===== config.mk =====
export PLATFORM = sky130hd
export DESIGN_NAME = fifo
export DESIGN_NICKNAME = d
export VERILOG_FILES = /design/src/rtl/fifo_mem.sv /design/src/rtl/fifo.sv
export SDC_FILE = /design/constraint.sdc
export NUM_CORES = 1
export LEC_CHECK = 0
export CAP_MARGIN = 20
export CORE_UTILIZATION = 55
export DETAILED_ROUTE_END_ITERATION = 7
export PLACE_DENSITY = 0.72
export SLEW_MARGIN = 20
export SYNTH_ARGS = -nofsm -noshare
export SYNTH_HDL_FRONTEND = slang
export SYNTH_SLANG_ARGS = --single-unit

===== constraint.sdc =====
create_clock -name clk -period 2.74 [get_ports clk]
set_input_delay 0.274 -clock clk [delete_from_list [all_inputs] [get_ports clk]]
set_output_delay 0.274 -clock clk [all_outputs]
set_load 0.1 [all_outputs]

===== src/rtl/fifo_mem.sv =====
// rtl/fifo_mem.sv - DEPTH x DBITS register array, one write port, async read port
module fifo_mem #(
  parameter int DBITS = 8,
  parameter int ABITS = 4
) (
  input  logic             clk,
  input  logic             reset,
  input  logic             we,
  input  logic [ABITS-1:0] waddr,
  input  logic [DBITS-1:0] wdata,
  input  logic [ABITS-1:0] raddr,
  output logic [DBITS-1:0] rdata
);
  localparam int DEPTH = 1 << ABITS;

  logic [DBITS-1:0] mem_q [DEPTH];

  // Storage: cleared on reset so an empty FIFO shows zero on the read port
  always_ff @(posedge clk or negedge reset) begin
    if (!reset) begin
      for (int i = 0; i < DEPTH; i++) begin
        mem_q[i] <= '0;
      end
    end else if (we) begin
      mem_q[waddr] <= wdata;
    end
  end

  assign rdata = mem_q[raddr];
endmodule


===== src/rtl/fifo.sv =====
// rtl/fifo.sv - single-clock first-word-fall-through FIFO
module fifo #(
  parameter int DBITS = 8,
  parameter int ABITS = 4
) (
  input  logic             clk,
  input  logic             reset,
  input  logic             wr,
  input  logic             rd,
  input  logic [DBITS-1:0] din,
  output logic [DBITS-1:0] dout,
  output logic             full,
  output logic             empty,
  output logic             almost_full,
  output logic             almost_empty
);
  localparam int DEPTH = 1 << ABITS;
  localparam logic [ABITS:0] CNT_FULL = (ABITS+1)'(DEPTH);
  localparam logic [ABITS:0] CNT_ONE  = (ABITS+1)'(1);

  logic [ABITS-1:0] wr_ptr_q, wr_ptr_d;
  logic [ABITS-1:0] rd_ptr_q, rd_ptr_d;
  logic [ABITS:0]   count_q, count_d;
  logic             push, pop;

  // A push into a full FIFO is only allowed when a pop frees a slot in the same cycle
  always_comb begin
    push     = wr && (!full || rd);
    pop      = rd && !empty;
    wr_ptr_d = wr_ptr_q;
    rd_ptr_d = rd_ptr_q;
    count_d  = count_q;
    if (push) wr_ptr_d = wr_ptr_q + 1'b1;
    if (pop)  rd_ptr_d = rd_ptr_q + 1'b1;
    case ({push, pop})
      2'b10:   count_d = count_q + 1'b1;
      2'b01:   count_d = count_q - 1'b1;
      default: count_d = count_q;
    endcase
  end

  // Pointer and occupancy registers
  always_ff @(posedge clk or negedge reset) begin
    if (!reset) begin
      wr_ptr_q <= '0;
      rd_ptr_q <= '0;
      count_q  <= '0;
    end else begin
      wr_ptr_q <= wr_ptr_d;
      rd_ptr_q <= rd_ptr_d;
      count_q  <= count_d;
    end
  end

  // Status flags straight from the registered count, no look-ahead
  always_comb begin
    full         = (count_q == CNT_FULL);
    empty        = (count_q == '0);
    almost_full  = (count_q >= CNT_FULL - CNT_ONE);
    almost_empty = (count_q <= CNT_ONE);
  end

  fifo_mem #(
    .DBITS (DBITS),
    .ABITS (ABITS)
  ) u_mem (
    .clk   (clk),
    .reset (reset),
    .we    (push),
    .waddr (wr_ptr_q),
    .wdata (din),
    .raddr (rd_ptr_q),
    .rdata (dout)
  );
endmodule


; ---- Yosys cells after proc, flatten, opt, wreduce, memory -nomap -nowiden
; Index checks and enable logic that the tools add are counted.
[word_totals]
register_bits = 141
out_inout_bits = 12
elab_cells = 48
[classes]
addsub = 4
order_cmp = 5
n_eq_ne = 3
mux = 7
bitwise = 2
n_reduce_logical = 8
[op_table]
columns = operator, n
row1 = bitwise mux 128 bit, 1
row2 = binary-select mux 8 bit (select 4 bit), 1
row3 = demux 8 bit (select 4 bit), 1
row4 = two-way mux 8 bit, 3
row5 = "greater-or-equal comparator 5 bit, second input constant", 2
row6 = inverter 4 -> 5 bit, 2
row7 = one-hot mux 5 bit (2 select lines), 1
row8 = "adder 4 x 1 -> 4 bit, second input constant", 2
row9 = "adder 5 x 1 -> 5 bit, second input constant", 1
row10 = "== test 5 bit, second input constant", 1
row11 = "greater-or-equal comparator 5 x 4 -> 1 bit, second input constant", 1
row12 = "less-or-equal comparator 5 x 1 -> 1 bit, second input constant", 1
row13 = zero test 5 bit, 1
row14 = "less-than comparator 5 x 1 -> 1 bit, second input constant", 1
row15 = "subtractor 5 x 1 -> 5 bit, second input constant", 1
row16 = logical AND 1 bit, 3
row17 = "== test 2 x 1 -> 1 bit, second input constant", 1
row18 = "== test 2 bit, second input constant", 1
row19 = zero test 1 bit, 2
row20 = nonzero test 2 bit, 1
row21 = logical OR 1 bit, 1

; ---- Depth between registers and ports, before layout
[logic_depth]
word_depth = 6
ltp_mapped = 11

; ---- Cells and area by module
; Synthesis repeated with hierarchy kept, for this count alone.
[hier_totals]
hier_cells = 437
hier_area_um2 = 6697.7
[by_module_without_submodules]
columns = mod, instances, cells_per_inst, area_each_um2, seq_area_each_um2
row1 = fifo_mem, 1, 365, 5915.7, 3203.1
row2 = fifo, 1, 72, 782.0, 325.3

; ---- Worst setup path after synthesis
; Ideal clock, no wire load.
[synth_timing]
path_kind = register -> output
startpoint = register count_q[0]
endpoint = output port full
t_arrival_ps = 2792
t_required_ps = 2466
setup_slack_ps = -326
stages_incl_launch_ff = 5
path_buffers = 0
path_cell_list = dfrtp_1 inv_1 ha_1 nand2_1 nor3_1
[synth_between]
elab_chain_len = 1
[synth_lines]
columns = item, line
row1 = "start, declared", fifo.sv:23  ; logic [ABITS:0] count_q, count_d;
row2 = "start signal, assigned", fifo.sv:51  ; count_q <= count_d;
row3 = == test 5 bit, fifo.sv:57  ; full = (count_q == CNT_FULL);
row4 = "end, declared", fifo.sv:12  ; output logic full,
; Every way passes these cells.

; ---- Worst setup path in the final report
[layout_timing]
startpoint = register rd_ptr_q[0]
endpoint = output port dout[3]
[layout_between]
elab_chain_len = 4
[layout_lines]
columns = item, line
row1 = "start, declared", fifo.sv:22  ; logic [ABITS-1:0] rd_ptr_q, rd_ptr_d;
row2 = "start signal, assigned", fifo.sv:50  ; rd_ptr_q <= rd_ptr_d;
row3 = inverter 4 -> 5 bit (not written as such), fifo_mem.sv:29  ; assign rdata = mem_q[raddr];
row4 = binary-select mux 8 bit (select 4 bit), fifo_mem.sv:29
row5 = two-way mux 8 bit (not written as such) (2 in series), fifo_mem.sv:29
row6 = "end, declared", fifo.sv:11  ; output logic [DBITS-1:0] dout,
; Every way passes these cells. The select of a mux whose other input is x is not followed.

==> results.json <==
{
  "outcome": "finished clean",
  "drt_iter0_drc": 180,
  "synth_ff_type": "dfrtp_1",
  "syn_nets": 494,
  "cts_setup_buffers": 0,
  "cts_tree": "yes",
  "slew_headroom_pct": 53.1,
  "fp.dieH_um": 114,
  "worst_slew_pin_slew_ns": 0.702,
  "synthTopCellsByArea": "dfrtp_1 (52%), mux2_2 (20%), mux4_2 (5.3%), mux2i_1 (4.8%), nand3_4 (3.1%)",
  "antenna_found_initial": 0,
  "dp_hpwl_mm": 9.40,
  "nets": 516,
  "critPathKind": "reg -> out",
  "m1WireLength_mm": 6.01,
  "synth-seq-cells": 141,
  "setup_violations": 0,
  "dr.pass1.iters": 4,
  "slew_violations": 0,
  "drv_cap": 0,
  "syn_area_sq_um": 6850,
  "arrival_ns": 2.29,
  "area_delta_synth_final_pct": 16.6,
  "routedWlPerCell_um": 20.2,
  "cts_buffer_depth": 2,
  "gr-total-overflow": 0,
  "synth_edf_count": 0,
  "fin_setup_tns_ns": 0,
  "finalHoldViolCount": 0,
  "vias_per_cell": 5.81,
  "grt_pass1_wl_mm": 22.2,
  "crit_fanout": 12,
  "period_minus_slack_ns": 2.57,
  "fp.coreArea_sq_um": 12100,
  "die_width_um": 114,
  "wl_met2_mm": 6.95,
  "row_count": 40,
  "ios": 24,
  "clk_latency_ns": 0.42,
  "place_congestion": 0.790,
  "clock_sinks": 141,
  "fin_util_pct": 66.2,
  "yosysTopAreaCell": "dfrtp_1",
  "diodes": 0,
  "synth.distinct_cells": 36,
  "timing.hold.ws_ns": 0.431,
  "port-buffer-count": 23,
  "dr.max_layer_used": "met4",
  "yosys_warnings": 0,
  "layout_common_cells": "dfrtp_1 (140), mux2_2 (119), mux2i_1 (33), clkbuf_16 (18)",
  "grt_start_max_net_pins": 70,
  "htree_num_levels": 4,
  "syn_avg_cell_area_sq_um": 14.5,
  "synthCells": 471,
  "clkTransAtPathRegs_ns": 0.06,
  "grt_usage_pct": 23.3,
  "vias": 3904,
  "rsz0062_at_grt": "false",
  "met3_wirelength_um": 512,
  "cp-start-kind": "flip-flop",
  "endpoint_kind": "output pin",
  "fin_crit_sh_pct": 93.7,
  "fmax_mhz": 390,
  "cts_root_buf": "clkbuf_16",
  "drive_gt1_share_pct": 41.7,
  "final_common_cell": "dfrtp_1",
  "min_path_type": "in -> async",
  "cts_made_buffers": 17,
  "antenna_left": 0,
  "synth-seq-area-share_pct": 51.5,
  "fin_skew_ns": 0.00788,
  "drt_wl_total_mm": 13.6,
  "floorplan.initialDensity_pct": 56.8,
  "grt_pass1_vias": 4113,
  "required_ns": 2.47,
  "yosysTopAreaCellShare_pct": 51.5,
  "ys_async_sr_fraction_pct": 100,
  "drc_errors": 0,
  "die_area_sq_um": 12900
}
-- registers in the layout (all words and copies together), names as in the netlist --
name and flops:
count_q 5, rd_ptr_q 4, wr_ptr_q 4, u_mem.mem_q 128
-- logic make-up (layout without fill, tap and decap cells) --
group / count (synthesis) / in the layout / share of synthesized area (%)
AOI/OAI and AO/OA: 41 / 41 / 4.51
xor gates and xnor gates: 10 / 10 / 1.28
adders and majority gates: 11 / 11 / 2.01
buffers and inverters: 40 / 73 / 2.92
DFF: 141 / 141 / 51.5
muxes: 178 / 178 / 31.3
and+or+nand+nor: 50 / 50 / 6.43
-- metrics by stage --
stage,instances,setup WS [ns],area (sq um)
after floorplan,471,0.413,6850
after global placement,640,0.486,7300
after detailed placement,640,0.418,7300
after CTS,671,0.0570,7950
after global routing,672,0.0355,7980
final,672,0.174,7980
-- path summary, 6_finish.rpt --
path	from	end	slack (ns)	depth (start not counted)
setup reg to reg	count_q[0]	u_mem.mem_q[44]	0.41	7
hold reg to reg	u_mem.mem_q[39]	u_mem.mem_q[39]	0.49	1
min in group clk	u_mem.mem_q[39]	u_mem.mem_q[39]	0.49	1
hold / removal	reset	count_q[4]	0.43	2
setup / recovery	rd_ptr_q[0]	dout[3]	0.17	6
max in group asynchronous	reset	u_mem.mem_q[23]	1.50	3
-- metal layers --
layer | vias up | global-route usage (%)
met5 | - | 0
met4 | 0 | 5.96
met3 | 13 | 5.90
met2 | 59 | 39.0
met1 | 2046 | 30.5
li1 | 1786 | -
-- layout make-up --
| type | count | area, sq um |
|---|---|---|
| clock buffers | 24 | 512 |
| repair buffers | 36 | 444 |
| inverters | 7 | 26.3 |
| flip-flops and latches | 141 | 3530 |
| well taps | 168 | 210 |
| fillers | 823 | 4080 |
| clock inverters | 6 | 130 |
| multi-input cells | 290 | 3130 |
-- critical path, cell delays in order, from the launching register on --
cell	delay, ns
dfrtp_4	0.57
buf_4	0.24
mux2i_1	0.15
a221oi_1	0.40
o21ai_0	0.15
nand2_1	0.16
buf_12	0.19
-- cells in the mapped netlist, drive strengths merged (3+ instances only) --
cell type    n
mux2       129
nand4        6
nand2       15
xor2         3
mux4        16
buf         18
clkbuf      15
nor2         6
inv          7
a22oi        8
dfrtp      141
mux2i       33
o21ai       10
ha          11
a221oi      16
nor2b        3
xnor2        7
nand3       13
-- what timing repair did --
action | in CTS | in global routing
gates cloned | 0 | 1
gates resized for setup | 1 | 1
hold buffers | 1 | 0
endpoints found under the hold margin | 67 | 0
setup endpoints to repair | 3 | 5
Power is not shown: default switching activity piles up to over one toggle a cycle in this logic, so the estimate is an artifact.
